[src/rtl/simd_issue_ctrl.sv]
// simd_issue_ctrl: instruction sequencer for the SIMD datapath.
//
// Fetches {opcode, r_addr, a_addr, b_addr} words from a synchronous
// instruction memory. Each word is decoded into the load-stage control
// bundle, which is registered on every pipeline-advance slot. A slot with
// nothing ready to issue issues a bubble (all-zero bundle). Execution halts
// on HALT once two further bubble slots have drained the pipeline.
//
// Optional feature macro: SIMD_HAZARD_CHECK_EN. When defined, a two-entry
// write scoreboard stalls reads of in-flight results. When undefined, every
// instruction issues on its slot and stall_count is always 0.
//
// Ports:
//   clk, rstn             clock; synchronous active-low reset
//   start, base_pc        start pulse and program start address
//   slot                  pipeline-advance strobe
//   imem_en/addr/rdata    instruction memory read port (1-cycle latency)
//   a_addr, b_addr        operand read addresses
//   pe_op, dot_prod_en    PE operation select, dot-product enable
//   shift                 1 = shift dot output, 0 = accumulate
//   r_addr, write_en      result write address and enable
//   r_select              0 = PE result, 1 = dot result
//   busy, done            run status; done pulses once after drain
//   stall_count           hazard bubbles issued this run (saturating)
module simd_issue_ctrl #(
  parameter int unsigned ADDR_WIDTH   = 10,
  parameter int unsigned PC_WIDTH     = 8,
  parameter int unsigned OP_SEL_WIDTH = 2
) (
  input  logic                        clk,
  input  logic                        rstn,
  input  logic                        start,
  input  logic [PC_WIDTH-1:0]         base_pc,
  input  logic                        slot,
  output logic                        imem_en,
  output logic [PC_WIDTH-1:0]         imem_addr,
  input  logic [4+3*ADDR_WIDTH-1:0]   imem_rdata,
  output logic [ADDR_WIDTH-1:0]       a_addr,
  output logic [ADDR_WIDTH-1:0]       b_addr,
  output logic [OP_SEL_WIDTH-1:0]     pe_op,
  output logic                        dot_prod_en,
  output logic                        shift,
  output logic [ADDR_WIDTH-1:0]       r_addr,
  output logic                        write_en,
  output logic                        r_select,
  output logic                        busy,
  output logic                        done,
  output logic [15:0]                 stall_count
);

  localparam int unsigned INSTR_WIDTH = 4 + 3*ADDR_WIDTH;

  typedef enum logic [2:0] {StIdle, StFetch, StReady, StDrain, StDone} state_e;

  typedef struct packed {
    logic [OP_SEL_WIDTH-1:0] pe_op;
    logic                    dot;
    logic                    shift;
    logic                    we;
    logic                    rsel;
    logic [ADDR_WIDTH-1:0]   r;
    logic [ADDR_WIDTH-1:0]   a;
    logic [ADDR_WIDTH-1:0]   b;
  } bundle_t;

  state_e                 state_q, state_d;
  logic [PC_WIDTH-1:0]    pc_q, pc_d;
  logic [INSTR_WIDTH-1:0] hold_q, hold_d;
  logic                   fresh_q, fresh_d;
  logic                   drain_q, drain_d;
  bundle_t                out_q, out_d;
  logic [15:0]            stall_q, stall_d;

  logic [INSTR_WIDTH-1:0] instr;
  logic [3:0]             opcode;
  logic [ADDR_WIDTH-1:0]  r_f, a_f, b_f;
  bundle_t                dec;
  logic                   reads;
  logic                   is_halt;
  logic                   hazard;

  // Read data is only valid the first READY cycle; afterwards use the copy.
  always_comb begin
    instr   = fresh_q ? imem_rdata : hold_q;
    opcode  = instr[INSTR_WIDTH-1 -: 4];
    r_f     = instr[3*ADDR_WIDTH-1 -: ADDR_WIDTH];
    a_f     = instr[2*ADDR_WIDTH-1 -: ADDR_WIDTH];
    b_f     = instr[ADDR_WIDTH-1:0];
    is_halt = (opcode == 4'hF);
  end

  always_comb begin
    logic real_op;
    dec     = '0;
    reads   = 1'b0;
    real_op = 1'b1;
    case (opcode)
      4'd1: begin dec.pe_op = OP_SEL_WIDTH'(0); dec.we = 1'b1; reads = 1'b1; end
      4'd2: begin dec.pe_op = OP_SEL_WIDTH'(1); dec.we = 1'b1; reads = 1'b1; end
      4'd3: begin dec.pe_op = OP_SEL_WIDTH'(2); dec.we = 1'b1; reads = 1'b1; end
      4'd4: begin
        dec.pe_op = OP_SEL_WIDTH'(2);
        dec.dot   = 1'b1;
        dec.shift = 1'b1;
        reads     = 1'b1;
      end
      4'd5: begin dec.pe_op = OP_SEL_WIDTH'(2); dec.dot = 1'b1; reads = 1'b1; end
      4'd6: begin dec.we = 1'b1; dec.rsel = 1'b1; end
      default: real_op = 1'b0;
    endcase
    if (real_op) begin
      dec.r = r_f;
      dec.a = a_f;
      dec.b = b_f;
    end
  end

`ifdef SIMD_HAZARD_CHECK_EN
  // Entry 0 = bundle issued on the last slot, entry 1 = the one before.
  logic [1:0]                 sb_v_q;
  logic [1:0][ADDR_WIDTH-1:0] sb_r_q;

  always_ff @(posedge clk) begin
    if (!rstn) begin
      sb_v_q <= '0;
      sb_r_q <= '0;
    end else if (slot) begin
      sb_v_q <= {sb_v_q[0], out_d.we};
      sb_r_q <= {sb_r_q[0], out_d.r};
    end
  end

  always_comb begin
    hazard = reads &&
             ((sb_v_q[0] && (a_f == sb_r_q[0] || b_f == sb_r_q[0])) ||
              (sb_v_q[1] && (a_f == sb_r_q[1] || b_f == sb_r_q[1])));
  end
`else
  logic unused_reads;
  assign unused_reads = reads;
  assign hazard       = 1'b0;
`endif

  always_comb begin
    state_d = state_q;
    pc_d    = pc_q;
    hold_d  = hold_q;
    fresh_d = 1'b0;
    drain_d = drain_q;
    out_d   = out_q;
    stall_d = stall_q;
    // Any slot that does not issue an instruction issues a bubble.
    if (slot) out_d = '0;

    case (state_q)
      StIdle: begin
        if (start) begin
          pc_d    = base_pc;
          stall_d = '0;
          state_d = StFetch;
        end
      end
      StFetch: begin
        fresh_d = 1'b1;
        state_d = StReady;
      end
      StReady: begin
        hold_d = instr;
        if (slot) begin
          if (is_halt) begin
            drain_d = 1'b0;
            state_d = StDrain;
          end else if (hazard) begin
            if (stall_q != 16'hFFFF) stall_d = stall_q + 16'd1;
          end else begin
            out_d   = dec;
            pc_d    = pc_q + 1'b1;
            state_d = StFetch;
          end
        end
      end
      StDrain: begin
        if (slot) begin
          if (drain_q) state_d = StDone;
          else         drain_d = 1'b1;
        end
      end
      StDone: state_d = StIdle;
      default: state_d = StIdle;
    endcase
  end

  always_ff @(posedge clk) begin
    if (!rstn) begin
      state_q <= StIdle;
      pc_q    <= '0;
      hold_q  <= '0;
      fresh_q <= 1'b0;
      drain_q <= 1'b0;
      out_q   <= '0;
      stall_q <= '0;
    end else begin
      state_q <= state_d;
      pc_q    <= pc_d;
      hold_q  <= hold_d;
      fresh_q <= fresh_d;
      drain_q <= drain_d;
      out_q   <= out_d;
      stall_q <= stall_d;
    end
  end

  assign imem_en     = (state_q == StFetch);
  assign imem_addr   = pc_q;
  assign pe_op       = out_q.pe_op;
  assign dot_prod_en = out_q.dot;
  assign shift       = out_q.shift;
  assign write_en    = out_q.we;
  assign r_select    = out_q.rsel;
  assign r_addr      = out_q.r;
  assign a_addr      = out_q.a;
  assign b_addr      = out_q.b;
  assign busy        = (state_q == StFetch) || (state_q == StReady) || (state_q == StDrain);
  assign done        = (state_q == StDone);
  assign stall_count = stall_q;

endmodule

[config.mk]
export PLATFORM = sky130hd
export DESIGN_NAME = simd_issue_ctrl
export DESIGN_NICKNAME = d
export VERILOG_FILES = /design/src/rtl/simd_issue_ctrl.sv
export SDC_FILE = /design/constraint.sdc
export NUM_CORES = 1
export LEC_CHECK = 0
export BUFFER_PORTS_ARGS = -buffer_cell sky130_fd_sc_hd__buf_2
export CAP_MARGIN = 30
export CELL_PAD_IN_SITES_DETAIL_PLACEMENT = 1
export CELL_PAD_IN_SITES_GLOBAL_PLACEMENT = 2
export CORE_ASPECT_RATIO = 1.75
export CORE_MARGIN = 2
export CORE_UTILIZATION = 32
export CTS_CLUSTER_SIZE = 20
export DETAILED_ROUTE_END_ITERATION = 8
export PLACE_DENSITY_LB_ADDON = 0.25
export SKIP_LAST_GASP = 1
export SLEW_MARGIN = 40
export SYNTH_ARGS = -nofsm -noshare
export SYNTH_HDL_FRONTEND = slang
export SYNTH_SLANG_ARGS = --single-unit
[constraint.sdc]
create_clock -name clk -period 4.9 [get_ports clk]
set_clock_uncertainty 0.2 [all_clocks]
set_input_delay 0.49 -clock clk [delete_from_list [all_inputs] [get_ports clk]]
set_output_delay 0.49 -clock clk [all_outputs]
set_load 0.02 [all_outputs]
## Yosys cells after proc, flatten, opt, wreduce, memory -nomap -nowiden

Cells that the tools add are included.

| storage, ports and cells | value |
|---|---|
| word-level logic and storage cells | 70 |
| output and inout port bits | 63 |
| input bits | 46 |
| flip-flop bits (word level) | 83 |

| cells by class | value |
|---|---|
| add/sub/neg operators | 1 |
| eq/ne operators | 17 |
| muxes and demuxes | 27 |
| reduce and logical (&&, ||, !) cells | 12 |

Operators with widths:

| kind | count |
|---|---|
| 36-bit two-way mux | 4 |
| 34-bit two-way mux | 1 |
| 30-bit two-way mux | 1 |
| 8-bit two-way mux | 3 |
| 8-bit case mux with 2 select lines | 1 |
| 4-bit by 3-bit equality test with 1-bit output (second input constant) | 3 |
| 3-bit two-way mux | 4 |
| 2-bit inequality test (second input constant) | 6 |
| 3-bit case mux with 4 select lines | 1 |
| 4-bit AND reduction | 3 |
| 1-bit two-way mux | 9 |
| 8-bit by 1-bit adder with 8-bit output (second input constant) | 1 |
| 4-bit by 2-bit equality test with 1-bit output (second input constant) | 2 |
| 3-bit by 2-bit equality test with 1-bit output (second input constant) | 2 |
| 6-bit OR reduction | 1 |
| 4-bit by 1-bit equality test with 1-bit output (second input constant) | 1 |
| 4-bit equality test (second input constant) | 1 |
| 2-bit case mux with 2 select lines | 1 |
| 2-bit nonzero test | 2 |
| 4-bit OR reduction | 1 |
| 3-bit by 1-bit equality test with 1-bit output (second input constant) | 1 |
| 3-bit equality test (second input constant) | 1 |
| 3-bit zero test | 1 |
| 3-bit OR reduction | 1 |
| 4 further kinds | 5 |

## Logic depth before layout (Yosys ltp)

Gate-level depths: netlist of run 1.

| logic depth | value |
|---|---|
| depth in word-level cells | 8 |
| depth in mapped cells | 7 |
| depth with buffers taken out | 5 |

## Worst setup path before layout of run 1

OpenSTA, ideal clock, no wires.

| timing path | value |
|---|---|
| kind | input to register |
| start point | input port imem_rdata[32] |
| end point | register (tool-made name) |
| stages on the path | 6 |
| setup time | 115 ps |
| arrival | 1422 ps |
| path slack | 3163 ps |
| data required time | 4585 ps |
| buffers on the path | 1 |
| cell sequence | nand2_1 > o21a_1 > or3_1 > nand4_2 > buf_6 > o21ai_2 |

RTL lines:

| element | line | RTL |
|---|---|---|
| start, declared | 37 | `input logic [4+3*ADDR_WIDTH-1:0] imem_rdata,` |

==> impl_results.md, run 1 <==
* Status: finished clean
* CP required at 4970 ps
* Dominant cells by area after synthesis: dfxtp_1, nand2_1, mux2i_1
* CP Launch Type: flip-flop
* Worst-path cell chain: nor2b_1, a2111oi_4, nand4_4, buf_4, o21ai_2
* Relative slew slack at 0.509
* Crit path capture type: flip-flop
* H-tree depth at 3
* Largest stage delay on the critical path at 710 ps
* Cell Area, Placed at 4260 um^2
* Max cap viols at 0
* Slowest stage cell, crit path: dfxtp_2
* Number of vias in the routed layout at between 3,000 and 4,000
* Root Driver: clkbuf_16
* DRC errors left at 0
* Met2 GRT Util at 0.323
* Kind of critical path: reg2reg
* Post_cts resized at 0
* Synth Warn # at 0
* GRT overflow at 0
* Hold depth at 3
* GRT busiest layer: met2
* Syn Area/Cell at 8.60 um^2
* Reg2reg setup slack at about 2200 ps
* Share of flip-flops with an asynchronous set or reset at 0
* #FFs+latches synth at 83
* All-Layer GR Usage at 0.167
* First-pass GRT wire length at 16,800 um
* Netlist cell types at 48
* Die width at 86.4 um
* Die height at between 100 and 150 um
* DR vias/cell at between 4 and 5
* DR iter-0 viols at 88
* Fin. max-slew vios at 0
* Number of synthesized flops with an enable pin at 0
* Worst Min Path Start: imem_rdata[17]
* FF-to-FF Start: fresh_q
* Predominant post-synthesis flop cell: dfxtp_1
* Share of cells above drive strength 1 at 0.290
* Leak Pwr at about 1.8 nW
* Worst skew pair latency at 330 ps
* Tcrit/Tclk final at 0.547
* Setup WS post-layout at 2220 ps
* Period minus WS final at 2680 ps
* Inserted Clock Buffers at 9
* Core Footprint at 11,600 um^2
* Post-synthesis cell count at 442
* Final hold vios at 0
* Worst-path clk slew at 60 ps
* Grt met1 use at 0.169
* Hold WC Path Type: in2reg
* # IOs at 109
* Post-synth top area cell: dfxtp_1
* Row count at 52
* Setup WS pre-CTS at roughly 1900 ps
* First-pass DRT Iterations at 4
* Seq/Total Area, Yosys at 0.437
* CTS tree: yes
* Max Freq at 373 MHz
* R2r worst-path depth at 5
* HPWL after DPL at 7640 um
* Endpoints failing setup at 0
* Initial antenna violation count at 0
* Number of global-route vias before repair at 3,434
* Hold Crit Endpoint: hold_q[17]
* ANT nets after route at 0
* IO Port Bufs at 92
* CTS Buffer Depth at 2
* Post-layout util at 0.393
* Max VDD drop at about 180 uV
* Initial Util at 0.328
* PwrDens at 334 nW/um^2
* Die area at 12,800 um^2
* Post-route cell area at 4560 um^2
* Post-synth top area share at 0.437
* Diode count at 0
* Worst-Margin Slew at 730 ps
* RSZ-0062 raised after global routing: false
* Area growth syn-to-layout at 19.9%
* Total Neg Setup Slack at 0 ps
* Pin count of the biggest net entering global routing at 32
* Fin nets at ~570
* Global placement routability congestion at around 0.8
* CTS Hold Buffers Added at 0
* Mapped Area at 3800 um^2
* CTS Sinks at 83
* Worst Path Arrival at 2750 ps
* Post-CTS setup buffer count at 0
* Crit Path Max Fanout at 21
* DRT Wirelength at 10,300 um
* GRT met3 Usage at 0.0333
* DR WL/cell at roughly 16 um
-- metrics by stage --
step | cells | hold WS, ps | power (mW)
3_3_place_gp | 645 | 232 | 0.873
2_1_floorplan | 457 | 236 | 0.828
5_1_grt | 659 | 219 | 1.59
3_5_place_dp | 645 | 236 | 0.876
6_report | 659 | 208 | 1.52
4_1_cts | 659 | 202 | 1.54
-- layout by cell type, fill, tap and decap left out, drive strengths merged, types with 2 or more instances in the layout --
cell,count
a211oi,4
a21oi,44
a31oi,4
and2,5
and3,3
buf,98
clkbuf,12
conb,16
dfxtp,83
inv,4
mux2,2
mux2i,31
nand2,106
nand2b,7
nand3,11
nand3b,2
nand4,7
nand4b,2
nor2,16
nor2b,5
nor3,3
nor3b,2
nor4,2
o2111ai,2
o21ai,37
o31ai,2
-- logic make-up after synthesis --
logic type	after synthesis	synth area share
AOI/OAI and AO/OA	103	0.187
adders and majority gates	1	0.00329
buffers and inverters	49	0.0770
DFF	83	0.437
muxes	33	0.0876
other	1	0.000987
and+or+nand+nor	172	0.206
-- area by class of cell --
type	count	area, um^2
Fill cell	1434	7030
Multi-Input combinational cell	325	1920
Sequential cell	83	1660
Timing Repair Buffer	98	505
Clock buffer	12	246
Tap cell	135	169
Clock inverter	2	37.5
Inverter	4	15.0
-- critical path, delay by kind of cell, from the launching register on --
kind	cells	cell delay (ps)
buffers and inverters	1	390
flip-flops	1	710
AND/OR/NAND/NOR	2	650
AO/OA/AOI/OAI	2	640
-- cells in the mapped netlist (4+ instances only) --
cell type and n:
nand4_1 6, nor2_1 15, nand2b_1 7, dfxtp_1 83, o21ai_2 30, nor2b_1 5, buf_2 6, inv_1 4
a31oi_1 4, a21oi_1 43, a211oi_1 4, nand3_1 11, buf_4 17, nand2_1 105, mux2i_1 31, clkbuf_1 17
o21ai_0 4, buf_6 5
-- worst max path at each step --
stage | cells past startpoint | slack (ps) | end | start
6_report | 5 | 2220 | flip-flop | fresh_q
5_1_grt | 5 | 2050 | flip-flop | fresh_q
4_1_cts | 5 | 1900 | flip-flop | fresh_q
3_5_place_dp | 5 | 1910 | flip-flop | fresh_q
3_3_place_gp | 5 | 1960 | flip-flop | fresh_q
2_1_floorplan | 6 | 3160 | flip-flop | imem_rdata[32]
-- per-layer routing --
metal	wire length, um	share of wire
met5	0	0
met4	230	0.022
met3	382	0.037
met2	5830	0.56
met1	3900	0.38
-- power by group --
group | total [mW] | switching [mW] | leakage (nW) | internal (mW)
clock network | 0.660 | 0.257 | 0.135 | 0.403
logic | 0.153 | 0.0980 | 0.968 | 0.0554
registers | 0.707 | 0.0191 | 0.671 | 0.688
No activity file was read; power rests on OpenSTA's default activity.
==> run 2, diff against run 1 <==
--- a/config.mk
+++ b/config.mk
@@ -11,7 +11,7 @@
 export CELL_PAD_IN_SITES_GLOBAL_PLACEMENT = 2
 export CORE_ASPECT_RATIO = 1.75
 export CORE_MARGIN = 2
-export CORE_UTILIZATION = 32
+export CORE_UTILIZATION = 27
 export CTS_CLUSTER_SIZE = 20
 export DETAILED_ROUTE_END_ITERATION = 8
 export PLACE_DENSITY_LB_ADDON = 0.25
==> constraint.sdc (replaced) <==
create_clock -name clk -period 2.3 [get_ports clk]
set_clock_uncertainty 0.2 [all_clocks]
set_input_delay 0.23 -clock clk [delete_from_list [all_inputs] [get_ports clk]]
set_output_delay 0.23 -clock clk [all_outputs]
set_load 0.02 [all_outputs]
==> run 2 against run 1 <==
  * Sequential share of layout area is 3.2 points lower
  * Combinational power grew to 2.5 times the previous value
  * Wire length is 7.1% higher
  * Via count is 7.7% higher
  * Largest power group unchanged
  * Critical path depth is 2 higher
  * Die area is 18% higher
  * Final cell count is 13% higher
==> impl_results.md, run 2 (synthesized netlist as in run 1, its figures left out) <==
* Leak Pwr at 1.95 nW
* Worst skew pair latency at 330 ps
* Crit Path Max Fanout at 6
* Sw Pwr at approximately 0.84 mW
* Gate power share at 0.120
* CTS Buffer Depth at 2
* Pin count of the biggest net entering global routing at 33
* Share of cells above drive strength 1 at 0.281
* HPWL after DPL at 7750 um
* Worst hold slack at around 6.4 ps
* Number of global-route vias before repair at between 3,000 and 4,000
* Period minus WS final at 2030 ps
* Endpoints failing setup at 0
* Die area at around 15,000 um^2
* Die width at around 94 um
* Hold WC Path Type: in2reg
* Setup WS pre-CTS at 290 ps
* Net Sw Frac at 0.260
* Core Footprint at 13,800 um^2
* Commonest non-fill, non-tap cell in the layout: nand2_1
* Root Driver: clkbuf_16
* Relative slew slack at 0.630
* DR vias/cell at 4.74
* Post-route insts no fill at 743
* Setup WS post-layout at 274 ps
* Dpl cells at 694
* CTS tree: yes
* Worst-path clk slew at ~60 ps
* DR WL/cell at 14.9 um
* Global placement routability congestion at 0.808
* DRC errors left at 0
* Fin nets at 609
* Clock power frac at 0.414
* IO Port Bufs at 92
* Sequential power share at 0.466
* DR iter-0 viols at 77
* Max cap viols at 0
* First-pass GRT wire length at 18,200 um
* Number of vias in the routed layout at 3,525
* Die height at 161 um
* Worst Path Arrival at 2060 ps
* Initial antenna violation count at 0
* CP Launch Type: input port
* Crit path capture type: flip-flop
* Most frequent cells in the layout: nand2_1, buf_2, dfxtp_1, a21oi_1, dlygate4sd3_1
* All-Layer GR Usage at 0.152
* # IOs at 109
* Fin. max-slew vios at 0
* P_int at roughly 2.4 mW
* GRT overflow at 0
* Worst-Margin Slew at ~560 ps
* Area growth syn-to-layout at 31.5%
* Diode count at 0
* Kind of critical path: in2reg
* Max Freq at 493 MHz
* Total Neg Setup Slack at 0 ps
* Initial Util at 0.275
* Tcrit/Tclk final at 0.881
* CP required at 2340 ps
* Row count at 57
* Final hold vios at 0
* First-pass DRT Iterations at 4
* CTS Sinks at 83
* Inserted Clock Buffers at 9
* Tot Pwr at 3.22 mW
* PwrDens at ~640 nW/um^2
* RSZ-0062 raised after global routing: false
* ANT nets after route at 0
* DRT Wirelength at 11,100 um
* Max VDD drop at 316 uV
* H-tree depth at 3
* Status: finished clean
run 2: power by group through the flow:
stage	Clock (mW)	Sequential, mW	Combinational [mW]
6_report	1.33	1.50	0.387
5_1_grt	1.45	1.50	0.428
4_1_cts	1.39	1.50	0.392
3_5_place_dp	0	1.53	0.346
3_3_place_gp	0	1.53	0.344
2_1_floorplan	0	1.53	0.230
run 2: layout make-up:
type / instances / area [um^2]
fillers: 1666 / 8840
multi-input cells: 325 / 1900
flip-flops and latches: 83 / 1660
repair buffers: 139 / 923
clock buffers: 11 / 243
well taps: 177 / 221
clock inverters: 4 / 27.5
inverters: 4 / 15.0
run 2: per-stage QoR:
stage | util | cell area (um^2)
floorplan | - | 3860
global placement | 0.317 | 4390
detailed placement | 0.317 | 4390
CTS | 0.361 | 5000
global route | 0.361 | 5000
finish | 0.361 | 5000
run 2: routing by layer:
layer / share of wire / track usage
met1: 0.39 / 0.162
met2: 0.55 / 0.288
met5: 0 / 0
met3: 0.038 / 0.0338
met4: 0.022 / 0.0527
run 2: path summary, 6_finish.rpt:
path | depth (start not counted) | startpoint | slack [ps] | end
setup / recovery | 7 | imem_rdata[33] | 270 | imem_addr[6]
hold / removal | 4 | base_pc[0] | 6 | imem_addr[0]
hold reg to reg | 2 | flip-flop | 250 | flip-flop
setup reg to reg | 5 | fresh_q | 340 | hold_q[8]
run 2: critical path, stage by stage:
cell and delay, ps:
dlygate4sd3_1 530, buf_2 170, and3_1 180, nand3_1 140, nand2_1 210, o31a_1 340, nor4_1 260
run 2: what timing repair did:
item / in CTS / in global routing
setup buffers: 0 / 0
hold buffers: 34 / 0
endpoints found under the hold margin: 57 / 0
resized for setup: 0 / 0
setup endpoints to repair: 0 / 0
==> run 3, diff against run 2 <==
--- a/config.mk
+++ b/config.mk
@@ -9,12 +9,14 @@
 export CAP_MARGIN = 30
 export CELL_PAD_IN_SITES_DETAIL_PLACEMENT = 1
 export CELL_PAD_IN_SITES_GLOBAL_PLACEMENT = 2
-export CORE_ASPECT_RATIO = 1.75
+export CORE_ASPECT_RATIO = 0.6
 export CORE_MARGIN = 2
 export CORE_UTILIZATION = 27
+export CTS_CLUSTER_DIAMETER = 60
 export CTS_CLUSTER_SIZE = 20
 export DETAILED_ROUTE_END_ITERATION = 8
 export PLACE_DENSITY_LB_ADDON = 0.25
+export SETUP_SLACK_MARGIN = 0.4
 export SKIP_LAST_GASP = 1
 export SLEW_MARGIN = 40
 export SYNTH_ARGS = -nofsm -noshare
==> run 3 against run 2 <==
  * Sequential power about the same
  * Non-clock buffer count increased by 12
  * Critical path type is now reg2reg
  * Wire length is 9.7% higher
  * Sequential share of layout area down 1.1 points
  * Via count rose by 0.74%
  * First-iteration DRC count up 45%
  * Register-to-register slack improved by 130 ps
  * Combinational power up 8.3%
  * Clock-buffer cell count decreased by 1
==> impl_results.md, run 3 (synthesized netlist as in run 1, its figures left out) <==
* Post-route insts no fill at 771
* Die height at 95.9 um
* ANT nets after route at 0
* PwrDens at 632 nW/um^2
* CP required at 2370 ps
* Cell Area, Placed at 4420 um^2
* Area growth syn-to-layout at 36.5%
* Fin nets at ~620
* DR iter-0 viols at 112
* Max cap viols at 0
* Pin count of the biggest net entering global routing at 47
* Worst-Margin Slew at 527 ps
* Post-layout util at 0.378
* Initial antenna violation count at 0
* First-pass DRT Iterations at 4
* GRT overflow at 0
* Hold WC Path Type: in2reg
* Tcrit/Tclk final at 0.795
* Post-route cell area at 5190 um^2
* Dpl cells at 712
* Worst-path clk slew at 60 ps
* Tot Pwr at 3.28 mW
* CP Launch Type: flip-flop
* Diode count at 0
* All-Layer GR Usage at 0.160
* Global placement routability congestion at ~0.80
* Max Freq at ~550 MHz
* DR WL/cell at about 16 um
* DRT Wirelength at 12,100 um
* Commonest non-fill, non-tap cell in the layout: nand2_1
* Crit path capture type: flip-flop
* Die width at between 150 and 200 um
* Inserted Clock Buffers at 9
* # IOs at 109
* Die area at 15,100 um^2
* Worst skew pair latency at 340 ps
* Number of vias in the routed layout at approximately 3,600
* First-pass GRT wire length at 18,400 um
* Core Footprint at 13,700 um^2
* Relative slew slack at 0.648
* Root Driver: clkbuf_16
* Fillers at 1,673
* Leak Pwr at just over 2 nW
* RSZ-0062 raised after global routing: false
* Row count at 33
* Fin. max-slew vios at 0
* Most frequent cells in the layout: nand2_1, buf_2, dfxtp_1, a21oi_1, dlygate4sd3_1
* Total Neg Setup Slack at 0 ps
* Endpoints failing setup at 0
* Status: finished clean
* HPWL after DPL at 8150 um
* Initial Util at 0.277
* Number of global-route vias before repair at 3,551
* DRC errors left at 0
* Share of cells above drive strength 1 at 0.302
* Final hold vios at 0
* Worst Path Arrival at ~1900 ps
* IO Port Bufs at 92
* CTS tree: yes
* Max VDD drop at roughly 350 uV
* Crit Path Max Fanout at 7
* Kind of critical path: reg2reg
* CTS Buffer Depth at 2
* DR vias/cell at between 4 and 5
* H-tree depth at 3
* Period minus WS final at approximately 1800 ps
* CTS Sinks at 83
run 3: final cells by class:
type	instances	area, um^2	share of cell area
multi-input combinational	325	1920	0.370
sequential	83	1670	0.322
tap	192	240	0.0463
inverter	4	15.0	0.00289
timing repair buffer	151	1070	0.206
clock inverter	6	48.8	0.00941
clock buffer	10	229	0.0441
run 3: power breakdown:
part           switching [mW]  total, mW  internal (mW)
Sequential             0.0339       1.50           1.46
Combinational           0.238      0.419          0.181
Clock                   0.619       1.36          0.741
Total                   0.891       3.28           2.39
run 3: worst paths after layout:
check	start	end	slack [ps]	depth (start not counted)
worst max-delay path	hold_q[33]	flip-flop	470	5
worst min-delay path	base_pc[1]	imem_addr[1]	8	3
worst max register to register	hold_q[33]	flip-flop	470	5
worst min register to register	flip-flop	flip-flop	250	2
run 3: critical path, cell delays in order, from the launching register on:
cell and delay (ps):
dfxtp_1 350, nor2b_1 160, a2111oi_4 460, nand4_4 230
clkbuf_16 230, o21ai_2 130
run 3: timing repair:
| action | 4_1_cts | 5_1_grt |
|---|---|---|
| buffers inserted | 0 | 6 |
| cloned | 0 | 3 |
| gates resized for setup | 3 | 9 |
| hold endpoints to repair | 58 | 0 |
| pin swaps | 0 | 2 |
| endpoints found under the setup margin | 55 | 54 |
| hold buffers | 34 | 0 |
run 3: per-stage QoR:
| stage | hold slack, ps | setup WS [ps] |
|---|---|---|
| global route | 41.6 | 397 |
| detailed placement | 240 | 332 |
| floorplan | 166 | 576 |
| finish | 8.23 | 472 |
| CTS | 0.0130 | 410 |
| global placement | 235 | 415 |
run 3: layer usage:
layer / vias to the layer above / part of all wire / track usage
li1: 1752 / - / -
met1: 1714 / 0.52 / 0.227
met2: 77 / 0.43 / 0.243
met3: 8 / 0.043 / 0.0378
met4: 0 / 0.0076 / 0.0402
met5: - / 0 / 0
